<file path="src/rtl/axis_converter_axil_pkg.sv">
// Shared types and constants for the AXI-Stream to AXI-Lite command converter.
package axis_converter_axil_pkg;

  typedef enum logic [2:0] {
    IDLE,
    GET_WDATA,
    WR_REQ,
    WR_RESP,
    RD_REQ,
    RD_RESP,
    SEND
  } state_t;

  localparam logic [1:0] RESP_OKAY   = 2'b00;
  localparam logic [1:0] RESP_EXOKAY = 2'b01;
  localparam logic [1:0] RESP_SLVERR = 2'b10;
  localparam logic [1:0] RESP_DECERR = 2'b11;

  localparam logic CMD_READ  = 1'b0;
  localparam logic CMD_WRITE = 1'b1;

  function automatic logic resp_is_error(input logic [1:0] resp);
    return resp != RESP_OKAY;
  endfunction

endpackage

</file>
<file path="src/rtl/axis_converter_axil.sv">
// Converts AXI-Stream command beats into single AXI-Lite transactions.
// Define AXIS_CONVERTER_AXIL_WRITE_ACK_EN to return each write's bresp as a stream beat.
module axis_converter_axil
  import axis_converter_axil_pkg::*;
#(
  parameter int AXI_DATA_WIDTH = 32,
  parameter int AXI_ADDR_WIDTH = 32
) (
  input  logic                        aclk,
  input  logic                        areset,

  input  logic [AXI_DATA_WIDTH-1:0]   s_axis_tdata,
  input  logic                        s_axis_tuser,
  input  logic                        s_axis_tvalid,
  output logic                        s_axis_tready,

  output logic [AXI_DATA_WIDTH-1:0]   m_axis_tdata,
  output logic                        m_axis_tvalid,
  input  logic                        m_axis_tready,

  output logic [AXI_ADDR_WIDTH-1:0]   m_axil_awaddr,
  output logic                        m_axil_awvalid,
  input  logic                        m_axil_awready,
  output logic [AXI_DATA_WIDTH-1:0]   m_axil_wdata,
  output logic [AXI_DATA_WIDTH/8-1:0] m_axil_wstrb,
  output logic                        m_axil_wvalid,
  input  logic                        m_axil_wready,
  input  logic [1:0]                  m_axil_bresp,
  input  logic                        m_axil_bvalid,
  output logic                        m_axil_bready,
  output logic [AXI_ADDR_WIDTH-1:0]   m_axil_araddr,
  output logic                        m_axil_arvalid,
  input  logic                        m_axil_arready,
  input  logic [AXI_DATA_WIDTH-1:0]   m_axil_rdata,
  input  logic [1:0]                  m_axil_rresp,
  input  logic                        m_axil_rvalid,
  output logic                        m_axil_rready,

  output logic                        err_sticky
);

  state_t                    state, state_next;
  logic [AXI_ADDR_WIDTH-1:0] addr_n;
  logic [AXI_DATA_WIDTH-1:0] wdata_n, tdata_n;
  logic                      awvalid_n, wvalid_n, arvalid_n, tvalid_n, err_n;

  always_comb begin
    state_next = state;
    addr_n     = m_axil_awaddr;
    wdata_n    = m_axil_wdata;
    tdata_n    = m_axis_tdata;
    awvalid_n  = m_axil_awvalid;
    wvalid_n   = m_axil_wvalid;
    arvalid_n  = m_axil_arvalid;
    tvalid_n   = m_axis_tvalid;
    err_n      = err_sticky;

    unique case (state)
      IDLE: begin
        if (s_axis_tvalid && s_axis_tready) begin
          addr_n = s_axis_tdata[AXI_ADDR_WIDTH-1:0];
          if (s_axis_tuser == CMD_WRITE) begin
            state_next = GET_WDATA;
          end else begin
            state_next = RD_REQ;
            arvalid_n  = 1'b1;
          end
        end
      end
      GET_WDATA: begin
        if (s_axis_tvalid && s_axis_tready) begin
          wdata_n    = s_axis_tdata;
          awvalid_n  = 1'b1;
          wvalid_n   = 1'b1;
          state_next = WR_REQ;
        end
      end
      WR_REQ: begin
        // AW and W retire independently; move on once neither is still pending
        if (m_axil_awvalid && m_axil_awready) awvalid_n = 1'b0;
        if (m_axil_wvalid && m_axil_wready)   wvalid_n  = 1'b0;
        if (!awvalid_n && !wvalid_n) state_next = WR_RESP;
      end
      WR_RESP: begin
        if (m_axil_bvalid && m_axil_bready) begin
          if (resp_is_error(m_axil_bresp)) err_n = 1'b1;
`ifdef AXIS_CONVERTER_AXIL_WRITE_ACK_EN
          tdata_n      = '0;
          tdata_n[1:0] = m_axil_bresp;
          tvalid_n     = 1'b1;
          state_next   = SEND;
`else
          state_next   = IDLE;
`endif
        end
      end
      RD_REQ: begin
        if (m_axil_arvalid && m_axil_arready) begin
          arvalid_n  = 1'b0;
          state_next = RD_RESP;
        end
      end
      RD_RESP: begin
        if (m_axil_rvalid && m_axil_rready) begin
          if (resp_is_error(m_axil_rresp)) err_n = 1'b1;
          tdata_n    = m_axil_rdata;
          tvalid_n   = 1'b1;
          state_next = SEND;
        end
      end
      SEND: begin
        if (m_axis_tvalid && m_axis_tready) begin
          tvalid_n   = 1'b0;
          state_next = IDLE;
        end
      end
      default: state_next = IDLE;
    endcase
  end

  // Ready outputs are registered from the state being entered, keeping inputs off them
  always_ff @(posedge aclk or posedge areset) begin
    if (areset) begin
      state          <= IDLE;
      s_axis_tready  <= 1'b0;
      m_axis_tdata   <= '0;
      m_axis_tvalid  <= 1'b0;
      m_axil_awaddr  <= '0;
      m_axil_awvalid <= 1'b0;
      m_axil_wdata   <= '0;
      m_axil_wstrb   <= '0;
      m_axil_wvalid  <= 1'b0;
      m_axil_bready  <= 1'b0;
      m_axil_araddr  <= '0;
      m_axil_arvalid <= 1'b0;
      m_axil_rready  <= 1'b0;
      err_sticky     <= 1'b0;
    end else begin
      state          <= state_next;
      s_axis_tready  <= (state_next == IDLE) || (state_next == GET_WDATA);
      m_axis_tdata   <= tdata_n;
      m_axis_tvalid  <= tvalid_n;
      m_axil_awaddr  <= addr_n;
      m_axil_awvalid <= awvalid_n;
      m_axil_wdata   <= wdata_n;
      m_axil_wstrb   <= '1;
      m_axil_wvalid  <= wvalid_n;
      m_axil_bready  <= (state_next == WR_RESP);
      m_axil_araddr  <= addr_n;
      m_axil_arvalid <= arvalid_n;
      m_axil_rready  <= (state_next == RD_RESP);
      err_sticky     <= err_n;
    end
  end

endmodule

</file>
<file path="config.mk">
export PLATFORM = sky130hd
export DESIGN_NAME = axis_converter_axil
export DESIGN_NICKNAME = d
export VERILOG_FILES = /design/src/rtl/axis_converter_axil_pkg.sv /design/src/rtl/axis_converter_axil.sv
export SDC_FILE = /design/constraint.sdc
export NUM_CORES = 1
export LEC_CHECK = 0
export BUFFER_PORTS_ARGS = -buffer_cell sky130_fd_sc_hd__buf_2
export CORE_MARGIN = 2
export CORE_UTILIZATION = 45
export CTS_CLUSTER_DIAMETER = 60
export DETAILED_ROUTE_END_ITERATION = 16
export PLACE_DENSITY_LB_ADDON = 0.25
export SLEW_MARGIN = 20
export SYNTH_ARGS = -nofsm -noshare
export SYNTH_HDL_FRONTEND = slang
export SYNTH_SLANG_ARGS = --single-unit
</file>
<file path="constraint.sdc">
create_clock -name aclk -period 9.5 [get_ports aclk]
set_input_delay 1.425 -clock aclk [delete_from_list [all_inputs] [get_ports aclk]]
set_output_delay 1.425 -clock aclk [all_outputs]
set_load 0.01 [all_outputs]
</file>
== Word-level counts from Yosys, hierarchy flattened ==
Index checks and enable logic that the tools add are counted.

* Register bits: 108
* Bits in latches: 0
* Memory bits (writable): 0
* ROM bits: 0
* Memories kept: 0

* $add $sub $neg: 0
* $mul: 0
* Divide/modulo/power cells: 0
* $lt $le $gt $ge: 0
* Equal/unequal tests: 18
* Shifts and indexed selects: 0
* Muxes and demuxes: 28
* Bitwise operators: 0
* Reduce and logical (&&, ||, !) cells: 26

{| class="wikitable"
|+ Operator list
! operator !! number
|-
| $mux W3 || 8
|-
| $pmux W3 S7 || 1
|-
| $ne A2 B2 Y1 const B || 9
|-
| $mux W1 || 14
|-
| $eq A3 B3 Y1 const B || 4
|-
| $reduce_bool A2 Y1 || 6
|-
| $pmux W1 S2 || 5
|-
| $eq A3 B2 Y1 const B || 3
|-
| $logic_and A1 B1 Y1 || 8
|-
| $reduce_and A2 Y1 || 4
|-
| $eq A3 B1 Y1 const B || 2
|-
| $logic_not A3 Y1 || 2
|-
| $reduce_and A5 Y1 || 1
|-
| $reduce_and A4 Y1 || 1
|-
| $reduce_and A3 Y1 || 1
|-
| $logic_not A1 Y1 || 2
|-
| $logic_or A1 B1 Y1 || 1
|}

== Depth between registers and ports, before layout ==
* Depth in word-level cells: 9
* Gate-level depth with buffers: 5
* Depth with buffers taken out: 4

== Least setup slack after synthesis ==
No wires, ideal clock.

* Path type: input port to flip-flop
* Start: input port s_axis_tvalid
* End: register m_axil_araddr[18]
* Setup time: 0.125 ns
* Data arrival time: 2.348 ns
* Required time: 9.375 ns
* Setup slack: 7.027 ns
* Stages: 4
* Buffers on the path: 1
* Cell sequence: nand2_1 nor4_4 buf_4 mux2_2

* Longest elaborated chain between the ends: 2

{| class="wikitable"
|+ Ends and longest elaborated chain
! item !! RTL line !! source
|-
| start, declared || axis_converter_axil.sv:14 || <nowiki>input logic s_axis_tvalid,</nowiki>
|-
| $logic_and A1 B1 Y1 || axis_converter_axil.sv:60 || <nowiki>if (s_axis_tvalid && s_axis_tready) begin</nowiki>
|-
| $reduce_and A2 Y1 (no line) || - ||
|-
| end signal, assigned || axis_converter_axil.sv:149 || <nowiki>m_axil_araddr <= addr_n;</nowiki>
|-
| end, declared || axis_converter_axil.sv:31 || <nowiki>output logic [AXI_ADDR_WIDTH-1:0] m_axil_araddr,</nowiki>
|}

Every way passes these cells.
A chain may end at the register's enable or synchronous reset.

== Final worst setup path ==
* Start: input port m_axil_rvalid
* End: register m_axil_bready

* Longest elaborated chain between the ends: 4

{| class="wikitable"
|+ Ends and longest elaborated chain
! item !! RTL line !! source
|-
| start, declared || axis_converter_axil.sv:36 || <nowiki>input logic m_axil_rvalid,</nowiki>
|-
| $logic_and A1 B1 Y1 || axis_converter_axil.sv:104 || <nowiki>if (m_axil_rvalid && m_axil_rready) begin</nowiki>
|-
| $mux W3 || axis_converter_axil.sv:104 ||
|-
| $pmux W3 S7 || axis_converter_axil.sv:58 || <nowiki>unique case (state)</nowiki>
|-
| named net state_next[1] || axis_converter_axil.sv:42 || <nowiki>state_t state, state_next;</nowiki>
|-
| $eq A3 B2 Y1 || axis_converter_axil.sv:148 || <nowiki>m_axil_bready <= (state_next == WR_RESP);</nowiki>
|-
| end signal, assigned || axis_converter_axil.sv:148 ||
|-
| end, declared || axis_converter_axil.sv:30 || <nowiki>output logic m_axil_bready,</nowiki>
|}

The timed path passes the listed nets, and every way through them passes these cells.

==> parameters.txt <==
Parameter                              Value

Final layout
  Synthesis-to-finish area growth    24.1%
  Ratio of cells with drive above 1 in the final layout    68.9%
  Post-route cell area    0.00577 mm^2
  Fill cells    891
  Number of antenna cells inserted    0
  Final net count    562

STA
  Post-Route Hold Slack    0.497 ns
  Min Tclk post-route    2.58 ns
  Slew Limit Fails    0
  Setup skew after layout    0.00813 ns
  Headroom to the max-slew limit    32.1%
  RSZ-0062 raised after global routing    false
  Setup Viol. Count Final    0
  Worst-Margin Slew    1.02 ns
  Summed negative setup slack over all endpoints    0 ns
  Number of hold violations in the final report    0
  Highest attainable clock frequency    387 MHz
  Ratio of final minimum period to clock period    27.2%

Global route
  Number of antenna violations at the first check in global routing    0
  Via count of the first global-routing pass    2927
  Global-route usage over all layers    17.3%
  GRT Residual Overflow    0
  Maximum number of pins on one net before global-route repair    91
  First-pass GRT wire length    15100 um

Synthesis
  Post-synthesis instance total    302
  Sequential cell area fraction in the yosys report    58.1%
  Post-Syn Area    0.00465 mm^2
  Total of warnings raised by yosys    0
  Mapped Nets    380
  Synthesized area per cell    15.4 um^2
  #FFs+latches synth    108
  Distinct cell type count after synthesis    37

Setup path
  Kind of end point of the critical path    register
  Reg2reg setup slack    7.09 ns
  Critical Setup Path Class    in -> reg
  Required time reported for the critical path endpoint    9.81 ns
  Arrival time of the worst setup path    2.90 ns
  Crit start category    input port
  Maximum net fanout on the critical path    34

Die
  Floorplan Core Area    0.0102 mm^2
  Die area    0.0112 mm^2
  Initial cell density of the core    45.7%
  Count of boundary I/O pins    218
  Overall die height    106 um
  Width of the die    106 um
  Std cell rows    37

Placement
  Final weighted congestion in routability-driven placement    0.803
  Count of port buffers added during placement    217
  Placed cell areas    0.00554 mm^2
  Estimated wirelength of the detail-placed design    6770 um

Routing
  Drt wl/cell    15.2 um
  Routed length on met3    830 um
  Met1 layer wirelength in the final routing    3990 um
  Detail Route Antenna Nets    0
  Initial drt markers    85
  Total met2 wirelength after detailed routing    4460 um
  Uppermost layer routed    met4
  DR vias    2985
  Total detailed-routing wirelength    9470 um
  Via count normalized by instance count    4.78
  Remaining design rule violation count    0
  Initial DRT Pass Iterations    4

Clock tree
  Maximum buffer depth of the clock tree    2
  Clock latency reported for the late side of the worst-skew pair    0.38 ns
  Cts-stage hold buffer count    0
  CTS root buffer    sky130_fd_sc_hd__clkbuf_8
  CTS-repair resized insts    0
  Clock edge transition at the registers on the reported setup and hold paths    0.10 ns
  Htree depth    3
  Post-CTS Setup Bufs    0
  Clock sink total    108
  TritonCTS clock tree    yes
  Number of buffers created by CTS    9

Min path
  Min-Delay Path Class    reg -> reg

Power
  Peak supply drop    0.138 mV
  Clock power frac    17.5%
  Total power density per cell area    303 mW/mm^2
  Leakage    3.00 nW
  PnR Total Power    1.75 mW
  Switching power summed over all nets    0.600 mW
  Combinational cell fraction of total power    38.6%
  Relative contribution of sequential cells to total power    43.9%
  Net Sw Frac    34.3%
  Internal power    1.15 mW

Status
  Outcome    finished clean

Run
  Max-cap check violation count    0
-- cell type report --
class	instances	area, um^2	area share [%]
clock buffer	9	124	2.15
clock inverter	7	101	1.76
inverter	5	21.3	0.368
multi-input combinational	141	1550	26.8
sequential	108	2700	46.8
tap	136	170	2.95
timing repair buffer	219	1100	19.1
-- power groups by stage --
stage	sequential (mW)	clock, mW	combinational, mW
final	0.768	0.306	0.675
after global routing	0.797	0.337	0.731
after CTS	0.771	0.318	0.687
after detailed placement	0.778	0	0.687
after global placement	0.769	0	0.679
after floorplan	0.843	0	0.403
-- through the flow --
step           util (%)  setup WS, ns  instances
2_1_floorplan         -          5.23        302
3_3_place_gp       54.4          6.55        609
3_5_place_dp       54.4          6.52        609
4_1_cts            56.6          6.91        625
5_1_grt            56.7          6.83        625
6_report           56.7          6.92        625
-- layout by cell type, fill, tap and decap left out, types with 2 or more instances in the layout --
cell	instances
sky130_fd_sc_hd__nand2_1	5
sky130_fd_sc_hd__o21ai_0	7
sky130_fd_sc_hd__nor2b_1	3
sky130_fd_sc_hd__clkbuf_8	9
sky130_fd_sc_hd__a31o_2	2
sky130_fd_sc_hd__mux2_4	29
sky130_fd_sc_hd__dfrtp_1	108
sky130_fd_sc_hd__clkinv_4	3
sky130_fd_sc_hd__buf_2	217
sky130_fd_sc_hd__mux2_2	63
sky130_fd_sc_hd__and3b_1	2
sky130_fd_sc_hd__nor2_1	2
sky130_fd_sc_hd__clkinvlp_4	2
sky130_fd_sc_hd__inv_1	4
sky130_fd_sc_hd__a21boi_0	2
sky130_fd_sc_hd__bufinv_16	2
sky130_fd_sc_hd__mux2_1	4
-- flip-flops by register name, summed over array words and instances, names as in the netlist, 3 cells and up --
name           flops
m_axis_tdata      32
m_axil_wdata      32
state              3
m_axil_araddr     32
-- synthesized netlist by cell type --
cell type / count / area share [%]
sky130_fd_sc_hd__a21boi_0: 2 / 0.32
sky130_fd_sc_hd__a21oi_1: 1 / 0.11
sky130_fd_sc_hd__a31o_2: 2 / 0.38
sky130_fd_sc_hd__a31oi_1: 1 / 0.13
sky130_fd_sc_hd__a32oi_1: 1 / 0.19
sky130_fd_sc_hd__and3_1: 1 / 0.13
sky130_fd_sc_hd__and3b_1: 2 / 0.38
sky130_fd_sc_hd__and4b_1: 1 / 0.22
sky130_fd_sc_hd__buf_2: 2 / 0.22
sky130_fd_sc_hd__buf_4: 39 / 6.3
sky130_fd_sc_hd__buf_6: 7 / 1.7
sky130_fd_sc_hd__conb_1: 1 / 0.081
sky130_fd_sc_hd__dfrtp_1: 108 / 58
sky130_fd_sc_hd__inv_1: 5 / 0.40
sky130_fd_sc_hd__mux2_1: 4 / 0.97
sky130_fd_sc_hd__mux2_2: 63 / 15
sky130_fd_sc_hd__mux2_4: 29 / 9.4
sky130_fd_sc_hd__nand2_1: 5 / 0.40
sky130_fd_sc_hd__nand3_1: 1 / 0.11
sky130_fd_sc_hd__nand3b_1: 1 / 0.16
sky130_fd_sc_hd__nand4_4: 1 / 0.46
sky130_fd_sc_hd__nand4b_1: 1 / 0.19
sky130_fd_sc_hd__nand4b_4: 1 / 0.51
sky130_fd_sc_hd__nor2_1: 2 / 0.16
sky130_fd_sc_hd__nor2_4: 1 / 0.24
sky130_fd_sc_hd__nor2b_1: 3 / 0.40
sky130_fd_sc_hd__nor3_1: 1 / 0.11
sky130_fd_sc_hd__nor3b_1: 1 / 0.16
sky130_fd_sc_hd__nor4_4: 1 / 0.46
sky130_fd_sc_hd__nor4b_4: 1 / 0.51
sky130_fd_sc_hd__o2111ai_2: 1 / 0.32
sky130_fd_sc_hd__o21ai_0: 7 / 0.75
sky130_fd_sc_hd__o21ai_1: 1 / 0.11
sky130_fd_sc_hd__o22a_1: 1 / 0.19
sky130_fd_sc_hd__o31ai_1: 1 / 0.16
sky130_fd_sc_hd__o41ai_1: 1 / 0.19
sky130_fd_sc_hd__or2b_1: 1 / 0.16
-- kinds of logic after synthesis --
kind of cell	Yosys count	share of synthesized area [%]
other cells	1	0.0806
flops	108	58.1
simple gates	25	4.76
buf+inv	53	8.61
compound gates	19	2.85
mux	96	25.6
-- worst paths after layout --
| check | from | endpoint | depth (start not counted) |
|---|---|---|---|
| max | m_axil_rvalid | m_axil_bready$_DFF_PP0_ | 4 |
| min | err_sticky$_DFFE_PP0P_ | err_sticky$_DFFE_PP0P_ | 1 |
| max reg2reg | state[0]$_DFF_PP0_ | m_axil_bready$_DFF_PP0_ | 4 |
| min reg2reg | err_sticky$_DFFE_PP0P_ | err_sticky$_DFFE_PP0P_ | 1 |
| max in group asynchronous | areset | m_axil_wdata[18]$_DFFE_PP0P_ | 3 |
| min in group asynchronous | areset | m_axis_tdata[3]$_DFFE_PP0P_ | 2 |
-- metal layers --
layer | global-route usage [%] | up-vias
li1 | - | 1380
met1 | 22.1 | 1444
met2 | 27.1 | 145
met3 | 5.57 | 16
met4 | 7.61 | 0
met5 | 0 | -
-- worst max-delay path: stages --
cell	delay, ns
sky130_fd_sc_hd__buf_2	0.09
sky130_fd_sc_hd__and3_2	0.86
sky130_fd_sc_hd__nand4b_4	0.33
sky130_fd_sc_hd__and3b_1	0.19
No activity file was read; power rests on OpenSTA's default activity.
